File: src/rtl/ctrl_multicycle_if.sv
// Control-unit to datapath bundle: IR/zero flag in, per-state datapath strobes out.
interface ctrl_multicycle_if #(
    parameter int unsigned ALU_CTL_W = 4
);
    logic [31:0]          instruction;
    logic                 zero;
    logic                 pc_write;
    logic [1:0]           npc_sel;
    logic                 ir_write;
    logic                 mem_read;
    logic                 mem_write;
    logic                 iord;
    logic [1:0]           reg_dst;
    logic                 reg_write;
    logic [1:0]           mem_to_reg;
    logic                 alu_src;
    logic                 ext_op;
    logic [ALU_CTL_W-1:0] alu_ctl;
    logic [2:0]           state;
    logic                 illegal;

    modport master (
        input  instruction, zero,
        output pc_write, npc_sel, ir_write, mem_read, mem_write, iord,
               reg_dst, reg_write, mem_to_reg, alu_src, ext_op, alu_ctl,
               state, illegal
    );

    modport slave (
        output instruction, zero,
        input  pc_write, npc_sel, ir_write, mem_read, mem_write, iord,
               reg_dst, reg_write, mem_to_reg, alu_src, ext_op, alu_ctl,
               state, illegal
    );
endinterface

File: src/rtl/ctrl_multicycle.sv
// Multi-cycle MIPS-lite control unit: FETCH/DECODE/EXEC/MEM/WB sequencer with
// parametrised memory wait states; strobes are decoded from state, wcnt and IR.
module ctrl_multicycle #(
    parameter int unsigned MEM_WAIT  = 0,
    parameter int unsigned ALU_CTL_W = 4
) (
    input  logic               clk,
    input  logic               rst,
    ctrl_multicycle_if.master  bus
);
    localparam int unsigned WCNT_W = 4;
    localparam logic [WCNT_W-1:0] WCNT_LAST = WCNT_W'(MEM_WAIT);

    localparam logic [2:0] S_FETCH  = 3'd0;
    localparam logic [2:0] S_DECODE = 3'd1;
    localparam logic [2:0] S_EXEC   = 3'd2;
    localparam logic [2:0] S_MEM    = 3'd3;
    localparam logic [2:0] S_WB     = 3'd4;

    localparam logic [5:0] OP_RTYPE = 6'h00;
    localparam logic [5:0] OP_J     = 6'h02;
    localparam logic [5:0] OP_JAL   = 6'h03;
    localparam logic [5:0] OP_BEQ   = 6'h04;
    localparam logic [5:0] OP_ADDI  = 6'h08;
    localparam logic [5:0] OP_ORI   = 6'h0D;
    localparam logic [5:0] OP_LUI   = 6'h0F;
    localparam logic [5:0] OP_LW    = 6'h23;
    localparam logic [5:0] OP_SW    = 6'h2B;

    localparam logic [5:0] FN_JR    = 6'h08;
    localparam logic [5:0] FN_ADDU  = 6'h21;
    localparam logic [5:0] FN_SUBU  = 6'h23;
    localparam logic [5:0] FN_SLT   = 6'h2A;

    localparam logic [2:0] ALU_ADD = 3'd0;
    localparam logic [2:0] ALU_SUB = 3'd1;
    localparam logic [2:0] ALU_OR  = 3'd3;
    localparam logic [2:0] ALU_CMP = 3'd4;
    localparam logic [2:0] ALU_SLT = 3'd5;
    localparam logic [2:0] ALU_LUI = 3'd6;

    logic [2:0]        state_q, state_d;
    logic [WCNT_W-1:0] wcnt_q, wcnt_d;

    logic [5:0] opcode, funct;
    logic is_rtype, is_addu, is_subu, is_slt, is_jr;
    logic is_j, is_jal, is_beq, is_addi, is_ori, is_lui, is_lw, is_sw;
    logic is_legal, wait_done;

    logic                 pc_write_c, ir_write_c, mem_read_c, mem_write_c;
    logic                 iord_c, reg_write_c, alu_src_c, ext_op_c, illegal_c;
    logic [1:0]           npc_sel_c, reg_dst_c, mem_to_reg_c;
    logic [ALU_CTL_W-1:0] alu_ctl_c;

    // Instruction class decode; the IR is stable from DECODE onwards.
    assign opcode   = bus.instruction[31:26];
    assign funct    = bus.instruction[5:0];
    assign is_rtype = (opcode == OP_RTYPE);
    assign is_addu  = is_rtype && (funct == FN_ADDU);
    assign is_subu  = is_rtype && (funct == FN_SUBU);
    assign is_slt   = is_rtype && (funct == FN_SLT);
    assign is_jr    = is_rtype && (funct == FN_JR);
    assign is_j     = (opcode == OP_J);
    assign is_jal   = (opcode == OP_JAL);
    assign is_beq   = (opcode == OP_BEQ);
    assign is_addi  = (opcode == OP_ADDI);
    assign is_ori   = (opcode == OP_ORI);
    assign is_lui   = (opcode == OP_LUI);
    assign is_lw    = (opcode == OP_LW);
    assign is_sw    = (opcode == OP_SW);
    assign is_legal = is_addu | is_subu | is_slt | is_jr | is_j | is_jal |
                      is_beq | is_addi | is_ori | is_lui | is_lw | is_sw;

    assign wait_done = (wcnt_q == WCNT_LAST);

    always_ff @(posedge clk) begin
        if (rst) begin
            state_q <= S_FETCH;
            wcnt_q  <= '0;
        end else begin
            state_q <= state_d;
            wcnt_q  <= wcnt_d;
        end
    end

    // Next state and per-state strobes; everything is forced low during reset.
    always_comb begin
        state_d      = state_q;
        wcnt_d       = wcnt_q;
        pc_write_c   = 1'b0;
        npc_sel_c    = 2'd0;
        ir_write_c   = 1'b0;
        mem_read_c   = 1'b0;
        mem_write_c  = 1'b0;
        iord_c       = 1'b0;
        reg_dst_c    = 2'd0;
        reg_write_c  = 1'b0;
        mem_to_reg_c = 2'd0;
        alu_src_c    = 1'b0;
        ext_op_c     = 1'b0;
        alu_ctl_c    = '0;
        illegal_c    = 1'b0;

        if (!rst) begin
            case (state_q)
                S_FETCH: begin
                    mem_read_c = 1'b1;
                    if (wait_done) begin
                        ir_write_c = 1'b1;
                        pc_write_c = 1'b1;
                        wcnt_d     = '0;
                        state_d    = S_DECODE;
                    end else begin
                        wcnt_d = wcnt_q + WCNT_W'(1);
                    end
                end
                S_DECODE: begin
                    if (is_j) begin
                        pc_write_c = 1'b1;
                        npc_sel_c  = 2'd2;
                        state_d    = S_FETCH;
                    end else if (is_jr) begin
                        pc_write_c = 1'b1;
                        npc_sel_c  = 2'd3;
                        state_d    = S_FETCH;
                    end else if (is_jal) begin
                        state_d = S_WB;
                    end else if (!is_legal) begin
                        illegal_c = 1'b1;
                        state_d   = S_FETCH;
                    end else begin
                        state_d = S_EXEC;
                    end
                end
                S_EXEC: begin
                    wcnt_d  = '0;
                    state_d = (is_lw || is_sw) ? S_MEM : S_WB;
                    if (is_subu) begin
                        alu_ctl_c = ALU_CTL_W'(ALU_SUB);
                    end else if (is_slt) begin
                        alu_ctl_c = ALU_CTL_W'(ALU_SLT);
                    end else if (is_ori) begin
                        alu_src_c = 1'b1;
                        alu_ctl_c = ALU_CTL_W'(ALU_OR);
                    end else if (is_lui) begin
                        alu_src_c = 1'b1;
                        alu_ctl_c = ALU_CTL_W'(ALU_LUI);
                    end else if (is_addi || is_lw || is_sw) begin
                        alu_src_c = 1'b1;
                        ext_op_c  = 1'b1;
                        alu_ctl_c = ALU_CTL_W'(ALU_ADD);
                    end else if (is_beq) begin
                        alu_ctl_c  = ALU_CTL_W'(ALU_CMP);
                        pc_write_c = bus.zero;
                        npc_sel_c  = 2'd1;
                        state_d    = S_FETCH;
                    end else begin
                        alu_ctl_c = ALU_CTL_W'(ALU_ADD);
                    end
                end
                S_MEM: begin
                    iord_c     = 1'b1;
                    mem_read_c = is_lw;
                    if (wait_done) begin
                        mem_write_c = is_sw;
                        wcnt_d      = '0;
                        state_d     = is_lw ? S_WB : S_FETCH;
                    end else begin
                        wcnt_d = wcnt_q + WCNT_W'(1);
                    end
                end
                S_WB: begin
                    reg_write_c = 1'b1;
                    state_d     = S_FETCH;
                    if (is_rtype) begin
                        reg_dst_c = 2'd1;
                    end else if (is_lw) begin
                        mem_to_reg_c = 2'd1;
                    end else if (is_jal) begin
                        reg_dst_c    = 2'd2;
                        mem_to_reg_c = 2'd2;
                        pc_write_c   = 1'b1;
                        npc_sel_c    = 2'd2;
                    end
                end
                default: begin
                    state_d = S_FETCH;
                    wcnt_d  = '0;
                end
            endcase
        end
    end

    assign bus.pc_write   = pc_write_c;
    assign bus.npc_sel    = npc_sel_c;
    assign bus.ir_write   = ir_write_c;
    assign bus.mem_read   = mem_read_c;
    assign bus.mem_write  = mem_write_c;
    assign bus.iord       = iord_c;
    assign bus.reg_dst    = reg_dst_c;
    assign bus.reg_write  = reg_write_c;
    assign bus.mem_to_reg = mem_to_reg_c;
    assign bus.alu_src    = alu_src_c;
    assign bus.ext_op     = ext_op_c;
    assign bus.alu_ctl    = alu_ctl_c;
    assign bus.state      = rst ? S_FETCH : state_q;
    assign bus.illegal    = illegal_c;
endmodule

File: src/flat_wrapper.sv
// flat-port wrapper written by rule: the top's interface ports become plain ports
module ctrl_multicycle_flat 
#(
    parameter int unsigned MEM_WAIT  = 0,
    parameter int unsigned ALU_CTL_W = 4
)
  (clk, rst, bus_instruction, bus_zero, bus_pc_write, bus_npc_sel, bus_ir_write, bus_mem_read, bus_mem_write, bus_iord, bus_reg_dst, bus_reg_write, bus_mem_to_reg, bus_alu_src, bus_ext_op, bus_alu_ctl, bus_state, bus_illegal);
  ctrl_multicycle_if #(.ALU_CTL_W(ALU_CTL_W)) bus_i ();
  input  logic clk;
  input  logic rst;
  input wire logic [$bits(bus_i.instruction)-1:0] bus_instruction;
  input wire logic [$bits(bus_i.zero)-1:0] bus_zero;
  output wire logic [$bits(bus_i.pc_write)-1:0] bus_pc_write;
  output wire logic [$bits(bus_i.npc_sel)-1:0] bus_npc_sel;
  output wire logic [$bits(bus_i.ir_write)-1:0] bus_ir_write;
  output wire logic [$bits(bus_i.mem_read)-1:0] bus_mem_read;
  output wire logic [$bits(bus_i.mem_write)-1:0] bus_mem_write;
  output wire logic [$bits(bus_i.iord)-1:0] bus_iord;
  output wire logic [$bits(bus_i.reg_dst)-1:0] bus_reg_dst;
  output wire logic [$bits(bus_i.reg_write)-1:0] bus_reg_write;
  output wire logic [$bits(bus_i.mem_to_reg)-1:0] bus_mem_to_reg;
  output wire logic [$bits(bus_i.alu_src)-1:0] bus_alu_src;
  output wire logic [$bits(bus_i.ext_op)-1:0] bus_ext_op;
  output wire logic [$bits(bus_i.alu_ctl)-1:0] bus_alu_ctl;
  output wire logic [$bits(bus_i.state)-1:0] bus_state;
  output wire logic [$bits(bus_i.illegal)-1:0] bus_illegal;
  assign bus_i.instruction = bus_instruction;
  assign bus_i.zero = bus_zero;
  assign bus_pc_write = bus_i.pc_write;
  assign bus_npc_sel = bus_i.npc_sel;
  assign bus_ir_write = bus_i.ir_write;
  assign bus_mem_read = bus_i.mem_read;
  assign bus_mem_write = bus_i.mem_write;
  assign bus_iord = bus_i.iord;
  assign bus_reg_dst = bus_i.reg_dst;
  assign bus_reg_write = bus_i.reg_write;
  assign bus_mem_to_reg = bus_i.mem_to_reg;
  assign bus_alu_src = bus_i.alu_src;
  assign bus_ext_op = bus_i.ext_op;
  assign bus_alu_ctl = bus_i.alu_ctl;
  assign bus_state = bus_i.state;
  assign bus_illegal = bus_i.illegal;
  ctrl_multicycle #(.MEM_WAIT(MEM_WAIT), .ALU_CTL_W(ALU_CTL_W)) u_core (.clk(clk), .rst(rst), .bus(bus_i));
endmodule
File: config.mk
export PLATFORM = sky130hd
export DESIGN_NAME = ctrl_multicycle_flat
export DESIGN_NICKNAME = d
export VERILOG_FILES = /design/src/rtl/ctrl_multicycle_if.sv /design/src/rtl/ctrl_multicycle.sv /design/src/flat_wrapper.sv
export SDC_FILE = /design/constraint.sdc
export NUM_CORES = 1
export LEC_CHECK = 0
export BUFFER_PORTS_ARGS = -buffer_cell sky130_fd_sc_hd__buf_2
export CORE_UTILIZATION = 42
export CTS_CLUSTER_DIAMETER = 100
export DETAILED_ROUTE_END_ITERATION = 7
export GPL_TIMING_DRIVEN = 0
export PLACE_DENSITY = 0.89
export SYNTH_ARGS = -nofsm -noshare
export SYNTH_HDL_FRONTEND = slang
export SYNTH_SLANG_ARGS = --single-unit
File: constraint.sdc
create_clock -name clk -period 2.55 [get_ports clk]
set_clock_uncertainty 0.05 [all_clocks]
set_input_delay 0.51 -clock clk [delete_from_list [all_inputs] [get_ports clk]]
set_output_delay 0.51 -clock clk [all_outputs]
set_load 0.01 [all_outputs]
==> metrics.yaml <==
run_status:
  status: "complete, but fails checks"
  violations: "negative setup slack"
yosys:
  synth_most_common_cell: "nor2_1"
  synthTopCellsByArea: "dfxtp_1 15%, nor2_1 11%, xnor2_1 4.8%"
  synth_top_family_by_area: "simple AND/OR/NAND/NOR gates"
  synth_area_leader_cell: "dfxtp_1"
  synth_edf_count: 0
  synthArstFlopShare: 0
  ys_warn_count: 0
  synth_xor_area_frac: 0.0673
  netlist_area_um2: 911
  netlist.area_leader.share: 0.154
  netlist_top_cells_count: "27 x nor2_1, 9 x nand2_1, 7 x a21oi_1, 7 x dfxtp_1, 7 x inv_1"
  synth-simple-area-share: 0.441
  ys_seq_area_frac: 0.154
  synth_compound_area_frac: 0.224
  synth_cell_types: 43
  synthFlopType: "dfxtp_1"
  ys_ff_latch: 7
  synth_area_per_cell_um2: 6.60
  synthAdderAreaFrac: 0.0275
  synthMuxAreaShare: 0
  syn-num-nets: 175
  syn_inst: 138
grt:
  grt_first_pass_wirelength_um: 4490
  grt.total_usage: 0.239
  antenna_found_initial: 0
  grt_start_max_net_pins: 11
  grt_pass1_vias: 1123
  grt_remaining_overflow: 0
floorplanning:
  num_rows: 16
  die_w_um: 48.6
  io_pins: 57
  dieArea_um2: 2360
  core-area_um2: 2000
  initial_utilization: 0.455
  die_y_um: 48.6
timing:
  min_period_ns: 2.62
  finalSetupViolations: 4
  maxSlewHeadroom: 0.638
  worst_pin_slew_ns: 0.542
  hold_viol: 0
  clock.fmax_mhz: 382
  rsz0062_at_grt: "yes"
  final.setup.worst_slack_ns: -0.0712
  period_share: 1.03
  hold_slack_ns: 0.511
  slew_viol_final: 0
clock_network:
  cts_root_buf: "clkbuf_4"
  cts_tree: "done"
  clock_path_buffers: 2
  cts_max_level: 1
  clock_latency_ns: 0.25
  holdBufCountCts: 0
  clk_pin_slew_worst_paths_ns: 0.05
  cts.sinks: 7
  numCtsBuffers: 3
drt:
  wl_um: 2870
  drtIter0Drc: 42
  drc: 0
  vias: 1188
  ant_nets: 0
  wl_per_cell_um: 13.7
  vias_per_cell: 5.68
  drt-pass1-iter-count: 4
worst_hold_path:
  min_path_type: "register to register"
pwr:
  irDropWorstVdd_mv: 0.267
  cellPowerDensity_nw_per_um2: 515
  leakage_uw: 0.000553
worst_setup_path:
  critical_path_class: "input pin to output port"
  end_kind: "output port"
  crit_slowest_cell: "or4_4"
  startpoint_type: "input pin"
  crit_chain: "buf_8, or4_4, or4_4, o21a_1, nor2_2, buf_2"
  arrival_ns: 2.06
  critical-path-max-stage-delay_ns: 0.57
  required_ns: 1.99
  cp_max_fo: 4
  crit_top_cell: "or4_4"
cells_and_area:
  antennaDiodeCount: 0
  nNetsFinal: 220
  design_area_um2: 1290
  syn_to_final_growth_pct: 41.2
  drive_gt1_frac: 0.368
  finalNonFillerCells: 209
place:
  gp_congestion: 0.884
  place_area_um2: 1110
  placedCellCount: 199
  io_buffer_count: 34
  post-dp-hpwl_um: 1950
job:
  cap_viol_max_count: 0
## final cells by class
class / count / area [um2]
clock buffer: 4 / 26.3
inverter: 7 / 26.3
fill: 204 / 716
buffer: 9 / 51.3
multi-input combinational: 114 / 761
timing repair buffer: 41 / 248
sequential: 7 / 140
tap: 27 / 33.8
## sequential cells by signal (all words and copies together) (netlist names)
name            count
u_core.wcnt_q       4
u_core.state_q      3
## through the flow
step / setup TNS [ns] / worst slack, ns / power [uW] / util
3_5_place_dp: -1.50 / -0.316 / 524 / 0.557
4_1_cts: -0.352 / -0.121 / 645 / 0.619
5_1_grt: -0.449 / -0.111 / 722 / 0.643
3_3_place_gp: -1.17 / -0.203 / 505 / 0.557
2_1_floorplan: 0 / 0.0116 / 424 / -
6_report: -0.196 / -0.0712 / 663 / 0.643
## path summary, 6_finish.rpt
path | from | end | slack (ns) | depth (start not counted)
worst min-delay path | u_core.wcnt_q[3]$_SDFFE_PP0N_ | u_core.wcnt_q[3]$_SDFFE_PP0N_ | 0.51 | 2
worst min register to register | u_core.wcnt_q[3]$_SDFFE_PP0N_ | u_core.wcnt_q[3]$_SDFFE_PP0N_ | 0.51 | 2
worst max-delay path | bus_instruction[30] | bus_alu_ctl[0] | -0.07 | 6
worst max register to register | u_core.wcnt_q[0]$_SDFFE_PP0N_ | u_core.wcnt_q[3]$_SDFFE_PP0N_ | 0.76 | 6
## worst max-delay path: cells and delay by family
| family | cells | cell delay (ns) |
|---|---|---|
| and+or+nand+nor | 3 | 1.19 |
| buffers and inverters | 2 | 0.22 |
| AOI/OAI and AO/OA | 1 | 0.14 |
## power breakdown
group          internal [uW]  total [uW]  switching [uW]
Sequential               133         155            22.1
Combinational            173         406             233
Clock                   59.8         102            42.2
## placed cells by master (no fill, tap or decap), types with 3 or more instances in the layout
cell and instances:
clkbuf_1 5, or2_2 3, nor2_1 26, dfxtp_1 7, or4_4 3, clkbuf_4 3, a21oi_1 6, o21a_1 3
nand2b_1 3, nor3_1 4, buf_4 10, buf_2 31, o21ai_0 4, xnor2_1 5, nand2_1 9, nand4b_1 3
inv_1 7, buf_6 3
## layer usage
metal,vias to the layer above,share of wire,GRT usage,wire length [um]
met4,0,0.018,0.103,51
met5,-,0,0,0
met1,554,0.39,0.249,1130
met3,6,0.042,0.0189,120
li1,581,-,-,-
met2,47,0.55,0.479,1570
## what timing repair did
action,4_1_cts,5_1_grt
setup buffers,3,4
resized for setup,17,10
setup endpoints to repair,8,8
pin swaps,5,7
## cell families after synthesis
logic type      Yosys count
fa+ha+maj                 2
flops                     7
simple gates             74
compound gates           30
buf+inv                  17
other cells               1
xor+xnor                  7
No activity file was read; power rests on OpenSTA's default activity.
